## config.mk

```make
export PLATFORM = sky130hd
export DESIGN_NAME = niosii_system_sysid_checker_timer
export DESIGN_NICKNAME = d
export VERILOG_FILES = /design/src/rtl/niosii_system_sysid_checker_pkg.sv /design/src/rtl/niosii_system_sysid_checker_timer.sv
export SDC_FILE = /design/constraint.sdc
export NUM_CORES = 1
export LEC_CHECK = 0
export ABC_AREA = 1
export ABC_CLOCK_PERIOD_IN_PS = 1200
export CORE_AREA = 2 2 55 57
export DETAILED_ROUTE_END_ITERATION = 8
export DIE_AREA = 0 0 57 59
export GPL_TIMING_DRIVEN = 0
export PLACE_DENSITY = 0.7
export SLEW_MARGIN = 20
export SYNTH_ARGS = -nofsm -noshare
export SYNTH_HDL_FRONTEND = slang
export SYNTH_SLANG_ARGS = --single-unit
```

## constraint.sdc

```tcl
create_clock -name clock -period 1.2 [get_ports clock]
set_input_delay 0.24 -clock clock [delete_from_list [all_inputs] [get_ports clock]]
set_output_delay 0.24 -clock clock [all_outputs]
set_load 0.05 [all_outputs]
```

## src/rtl/niosii_system_sysid_checker_pkg.sv

```systemverilog
// rtl/niosii_system_sysid_checker_pkg.sv - shared types and constants for the sysid checker
package niosii_system_sysid_checker_pkg;

    typedef enum logic [2:0] {
        IDLE  = 3'd0,
        RD_ID = 3'd1,
        WT_ID = 3'd2,
        RD_TS = 3'd3,
        WT_TS = 3'd4,
        CMP   = 3'd5,
        HOLD  = 3'd6,
        FIN   = 3'd7
    } state_t;

    localparam logic ADDR_ID = 1'b0;
    localparam logic ADDR_TS = 1'b1;
    localparam int   TIMER_W = 16;

    // States in which a read command is pending or outstanding and the timeout applies.
    function automatic logic is_bus_state(input state_t s);
        return (s == RD_ID) || (s == WT_ID) || (s == RD_TS) || (s == WT_TS);
    endfunction

endpackage

```

## src/rtl/niosii_system_sysid_checker_timer.sv

```systemverilog
// rtl/niosii_system_sysid_checker_timer.sv - loadable saturating up-counter with terminal-count compare
module niosii_system_sysid_checker_timer
    import niosii_system_sysid_checker_pkg::*;
(
    input  logic               clock,
    input  logic               reset_n,
    input  logic               load,
    input  logic [TIMER_W-1:0] terminal,
    output logic               tc
);

    logic [TIMER_W-1:0] count;

    always_ff @(posedge clock or negedge reset_n) begin
        if (!reset_n) begin
            count <= '0;
        end else if (load) begin
            count <= '0;
        end else if (count != '1) begin
            count <= count + TIMER_W'(1);
        end
    end

    assign tc = (count == terminal);

endmodule

```

==> results of run 1 <==
-- power by group through the flow --
stage | Combinational, mW | Sequential, mW | Clock (mW)
floorplan | 0.0593 | 0.570 | 0
global placement | 0.142 | 0.573 | 0
detailed placement | 0.146 | 0.573 | 0
CTS | 0.193 | 0.555 | 0.313
global route | 0.241 | 0.558 | 0.340
finish | 0.220 | 0.557 | 0.315
-- cells in the mapped netlist (all sizes together) --
master | instances | area (sq um)
a31oi | 1 | 6.26
ha | 1 | 12.5
clkinv | 1 | 5.00
nand4 | 6 | 50.0
dfrtp | 16 | 400
inv | 15 | 56.3
nand2 | 49 | 199
xor2 | 5 | 43.8
o21bai | 2 | 15.0
o21ai | 5 | 36.3
nor2 | 26 | 123
buf | 1 | 5.00
nand3 | 15 | 80.1
a21oi | 3 | 15.0
xnor2 | 11 | 96.3
nor3 | 3 | 20.0
or2 | 4 | 25.0
-- worst max-delay path: stages, from the launching register on --
cell     delay [ns]
dfrtp_2        0.45
xnor2_2        0.15
nand3_1        0.08
nor2_1         0.13
nand2_1        0.10
nor2_4         0.11
buf_6          0.16
-- kinds of logic after synthesis --
group | share of synthesized area, %
buf+inv | 5.58
fa+ha+maj | 1.05
flops | 33.7
xor+xnor | 11.8
compound gates | 6.11
simple gates | 41.8
-- layer usage --
layer  vias to the layer above  global-route usage (%)
met2                        58                    36.0
met4                         0                    7.31
met5                         -                       0
li1                        616                       -
met1                       576                    26.7
met3                        12                    2.84
-- through the flow --
step | cells | hold slack (ns) | total power, mW | area (sq um) | setup WS (ns)
2_1_floorplan | 164 | -0.0556 | 0.629 | 1200 | -0.162
3_3_place_gp | 214 | 0.564 | 0.715 | 1430 | -1.05
3_5_place_dp | 214 | 0.553 | 0.719 | 1430 | -1.07
4_1_cts | 234 | 0.404 | 1.06 | 1680 | -0.481
5_1_grt | 243 | 0.430 | 1.14 | 1810 | -0.590
6_report | 243 | 0.381 | 1.09 | 1810 | -0.504
-- cell usage in the layout, fill, tap and decap left out, types with 2 or more instances in the layout --
cell type,count
nand2_1,39
buf_4,22
nor2_1,19
clkdlybuf4s50_1,17
inv_1,14
nand3_1,12
dfrtp_1,9
nand2_2,7
dfrtp_2,7
xnor2_1,6
xnor2_2,5
xor2_1,5
or2_2,4
nand4_1,4
nor2_4,4
buf_6,4
nor2_2,3
o21ai_2,3
clkbuf_4,3
nor3_2,2
nand2_4,2
nand4_4,2
a21oi_2,2
nand3_2,2
o21bai_1,2
o21ai_0,2
-- repair_timing --
item	in CTS	in global routing
buffers inserted	16	11
pin swaps	9	21
setup endpoints to repair	17	17
resized for setup	32	17
-- path summary, 6_finish.rpt --
check / from / end / slack (ns) / depth (start not counted)
setup reg to reg: count[1] / count[4] / -0.36 / 9
max in group asynchronous: reset_n / count[7] / 0.29 / 1
setup / recovery: count[7] / tc / -0.50 / 6
min in group clock: count[11] / count[11] / 0.59 / 3
hold reg to reg: count[11] / count[11] / 0.59 / 3
hold / removal: reset_n / count[3] / 0.38 / 1
-- area by class of cell --
cell class | count | area share, %
Multi-Input combinational cell | 131 | 48.3
Sequential cell | 16 | 22.6
Timing Repair Buffer | 44 | 21.7
Inverter | 16 | 3.59
Tap cell | 31 | 2.14
Clock buffer | 4 | 1.45
Buffer | 1 | 0.276
==> results.ini, run 1 <==
[status]
status = finished, violations left
violations = negative setup slack

[clocking]
cts_tree = yes
cts_root_buf = clkbuf_4
cts.path.max_buffers = 2
cts.clk_slew.worst_paths_ns = 0.10
cts_inserted_buffers = 3
cts.sinks = 16
insertion_delay_ns = 0.29
ctsHoldBuffers = 0
h-tree-depth = 1

[critical_path]
worst_ep_arrival_time_ns = 1.46
cp.required_ns = 0.96
cp_max_fo = 2
critPathKind = flop to output port
critPathLaunchType = flop
worstSetupEndpointType = output port

[power]
peakVddDrop_mv = 0.408
swShare_pct = 26.4
p_per_area_nw_per_um2 = 602
p_switching_mw = 0.289
intPower_mw = 0.803
power.clock.fraction_pct = 28.9
p_comb_share_pct = 20.1
seqPwrFrac_pct = 51.0
p_leak_nw = 0.864

[die]
coreArea_sq_um = 2710
pin_count = 20
dieArea_sq_um = 3360
dieWidth_microns = 57
rows = 19
fp.dieH_microns = 59
initial_core_util_pct = 43.9

[timing]
setup_viol = 17
grt_setup_unrepaired = yes
drv_slew = 0
hold_violations = 0
fin_skew_ns = 0.00631
timing.final.crit_share_pct = 142
max_freq_mhz = 587
relSlewSlack_pct = 49.1
tns_ns = -5.32
fin_ws_ns = -0.504
period_minus_slack_ns = 1.70
tightest_slew_ns = 0.761

[hold_path]
hold_class = primary input to asynchronous set/reset pin

[cells_and_area]
nets = 233
largest_reg_flops = 16
seq_area_sq_um = 409
syn_to_final_growth_pct = 52.6
utilization_pct = 66.9
largest_register = count
multi_input_area_sq_um = 877
drive_gt1_share_pct = 37.3
nFillCells = 209
num_antenna_cells = 0
largestRegisters = count: 16 flops

[routing]
wl_met3_microns = 230
detail_route.vias_per_cell = 5.19
num_vias = 1262
drc = 0
wl_met2_mm = 1.70
ant_nets = 0
routed_wl_mm = 3.37
detail_route.wl_per_cell_microns = 13.9
highest_layer = met4
met1_length_mm = 1.34
drt_iter0_markers = 62
first_pass_iters = 4

[logic_synthesis]
avgSynthCellArea_sq_um = 7.25
synth_nets = 184
syn_area_sq_um = 1190
yosysUniqueCellTypes = 25
yosys_warnings = 0
ys_ff_latch = 16
synth.yosys.seq_area_share_pct = 33.7
postSynthCellCount = 164

[global_route]
track_usage_pct = 20.8
grt_pass1_vias = 1238
grt_overflow = 0
antenna_found_initial = 0
grt_pass1_wl_mm = 5.52
grt_max_degree = 17

[placed_design]
place.port_buffers = 19
dpl.hpwl_mm = 2.14
place.gp.congestion = 0.923

[run]
maxCapViolations = 0

Power figures use the tool's default switching activity.
==> inputs of run 2 (changes only) <==
GPL_TIMING_DRIVEN = 1   (was 0)
==> run 2 against run 1 <==
Against the previous run: combinational power fell by 4%; via count rose by 2.1%; non-clock buffer count rose by 10; count of clock-buffer cells in the layout did not move; setup slack improved by 0.018 ns; highest routed layer unchanged; final cell count rose by 4.1%; the flow still finishes with violations (negative setup slack); register-to-register slack improved by 0.06 ns; clock skew rose by 0.0026 ns; sequential share of layout area fell by 0.54 points; critical path type unchanged; global-route usage rose by 1.1 points; worst hold slack got worse by 0.13 ns; fmax rose by 1.1%.
==> results.ini, run 2 (synthesis gave the netlist of run 1 again) <==
[status]
status = finished, violations left
violations = negative setup slack

[global_route]
antenna_found_initial = 0
grt_pass1_vias = 1298
grt_overflow = 0
grt_pass1_wl_mm = 5.71
grt_max_degree = 17
track_usage_pct = 21.8

[routing]
detail_route.wl_per_cell_microns = 13.1
drc = 0
routed_wl_mm = 3.32
detail_route.vias_per_cell = 5.09
first_pass_iters = 4
ant_nets = 0
drt_iter0_markers = 61
num_vias = 1289

[cells_and_area]
final_common_cell = nand2_1
num_antenna_cells = 0
drive_gt1_share_pct = 32.9
utilization_pct = 67.3
finalNonFillerCells = 253
largestRegisters = count: 16 flops
nets = 243
layout_common_cells = nand2_1, buf_4, nor2_1, clkdlybuf4s50_1, dfrtp_1
largest_register = count
syn_to_final_growth_pct = 53.5
largest_reg_flops = 16

[placed_design]
place.gp.congestion = 0.880
dp.cells = 247
place.port_buffers = 19
post-place-ws_ns = -0.492
dpl.hpwl_mm = 2.49

[power]
intPower_mw = 0.802
swShare_pct = 25.4
seqPwrFrac_pct = 51.6
p_per_area_nw_per_um2 = 589
peakVddDrop_mv = 0.483
p_leak_nw = 0.889
finalPower_mw = 1.07
power.clock.fraction_pct = 28.8
p_comb_share_pct = 19.6
p_switching_mw = 0.273

[die]
pin_count = 20
initial_core_util_pct = 43.9
dieWidth_microns = 57
rows = 19
coreArea_sq_um = 2710
fp.dieH_microns = 59
dieArea_sq_um = 3360

[critical_path]
critPathLaunchType = flop
cp.required_ns = 0.96
crit_start = count[7]
r2r_start = count[0]
worstSetupEndpointType = output port
cp_max_fo = 2
critPathKind = flop to output port
worst_ep_arrival_time_ns = 1.45

[timing]
tns_ns = -4.67
grt_setup_unrepaired = yes
fin_skew_ns = 0.00889
drv_slew = 0
fin_ws_ns = -0.486
tightest_slew_ns = 0.251
hold_violations = 0
timing.final.crit_share_pct = 140
setup_viol = 17
max_freq_mhz = 593
relSlewSlack_pct = 83.2
period_minus_slack_ns = 1.69

[clocking]
insertion_delay_ns = 0.29
cts.sinks = 16
cts_inserted_buffers = 3
ctsHoldBuffers = 0
h-tree-depth = 1
cts_root_buf = clkbuf_4
cts_tree = yes
cts.clk_slew.worst_paths_ns = 0.10
cts.path.max_buffers = 2

[run]
maxCapViolations = 0

[hold_path]
hold_class = primary input to asynchronous set/reset pin

-- run 2: cell types whose count changed in the layout (fill, tap and decap cells not counted), sizes merged --
cell / delta
buf: +10
-- run 2: worst max-delay path, cell delays in order (launching register included) --
cell	delay, ns
dfrtp_1	0.42
xnor2_1	0.14
nand3_1	0.11
nor2_2	0.17
nand2_2	0.08
nor2_4	0.10
buf_12	0.14
-- run 2: cell type report --
type | instances | area, sq um
Sequential cell | 16 | 402
Fill cell | 210 | 886
Timing Repair Buffer | 55 | 489
Multi-Input combinational cell | 131 | 803
Inverter | 16 | 65.1
Clock buffer | 4 | 26.3
Tap cell | 31 | 38.8
-- run 2: power by group through the flow --
stage / Clock (mW) / Sequential (mW) / Combinational (mW)
after floorplan: 0 / 0.570 / 0.0593
after global placement: 0 / 0.565 / 0.179
after detailed placement: 0 / 0.565 / 0.184
after CTS: 0.312 / 0.554 / 0.192
after global routing: 0.345 / 0.556 / 0.230
final: 0.310 / 0.555 / 0.211
-- run 2: final timing paths --
path | end | slack, ns | depth (start not counted)
min in group clock | count[12] | 0.62 | 2
worst max register to register | count[7] | -0.30 | 8
max in group asynchronous | count[0] | 0.75 | 2
worst min register to register | count[12] | 0.62 | 2
worst min-delay path | count[2] | 0.25 | 2
worst max-delay path | tc | -0.49 | 6
-- run 2: per-layer routing --
layer / GRT usage, % / routed length [microns] / vias to the layer above
li1: - / - / 638
met1: 27.2 / 1380 / 596
met2: 38.6 / 1720 / 42
met3: 3.28 / 116 / 13
met4: 7.97 / 102 / 0
met5: 0 / 0 / -
-- run 2: through the flow --
stage	hold slack (ns)	instance area, sq um
6_report	0.246	1820
5_1_grt	0.262	1820
4_1_cts	0.263	1770
3_5_place_dp	0.583	1700
3_3_place_gp	0.579	1700
2_1_floorplan	-0.0556	1200
-- run 2: what timing repair did --
item / 4_1_cts / 5_1_grt
setup buffers: 1 / 1
endpoints found under the setup margin: 17 / 17
pin swaps: 5 / 14
resized for setup: 9 / 9
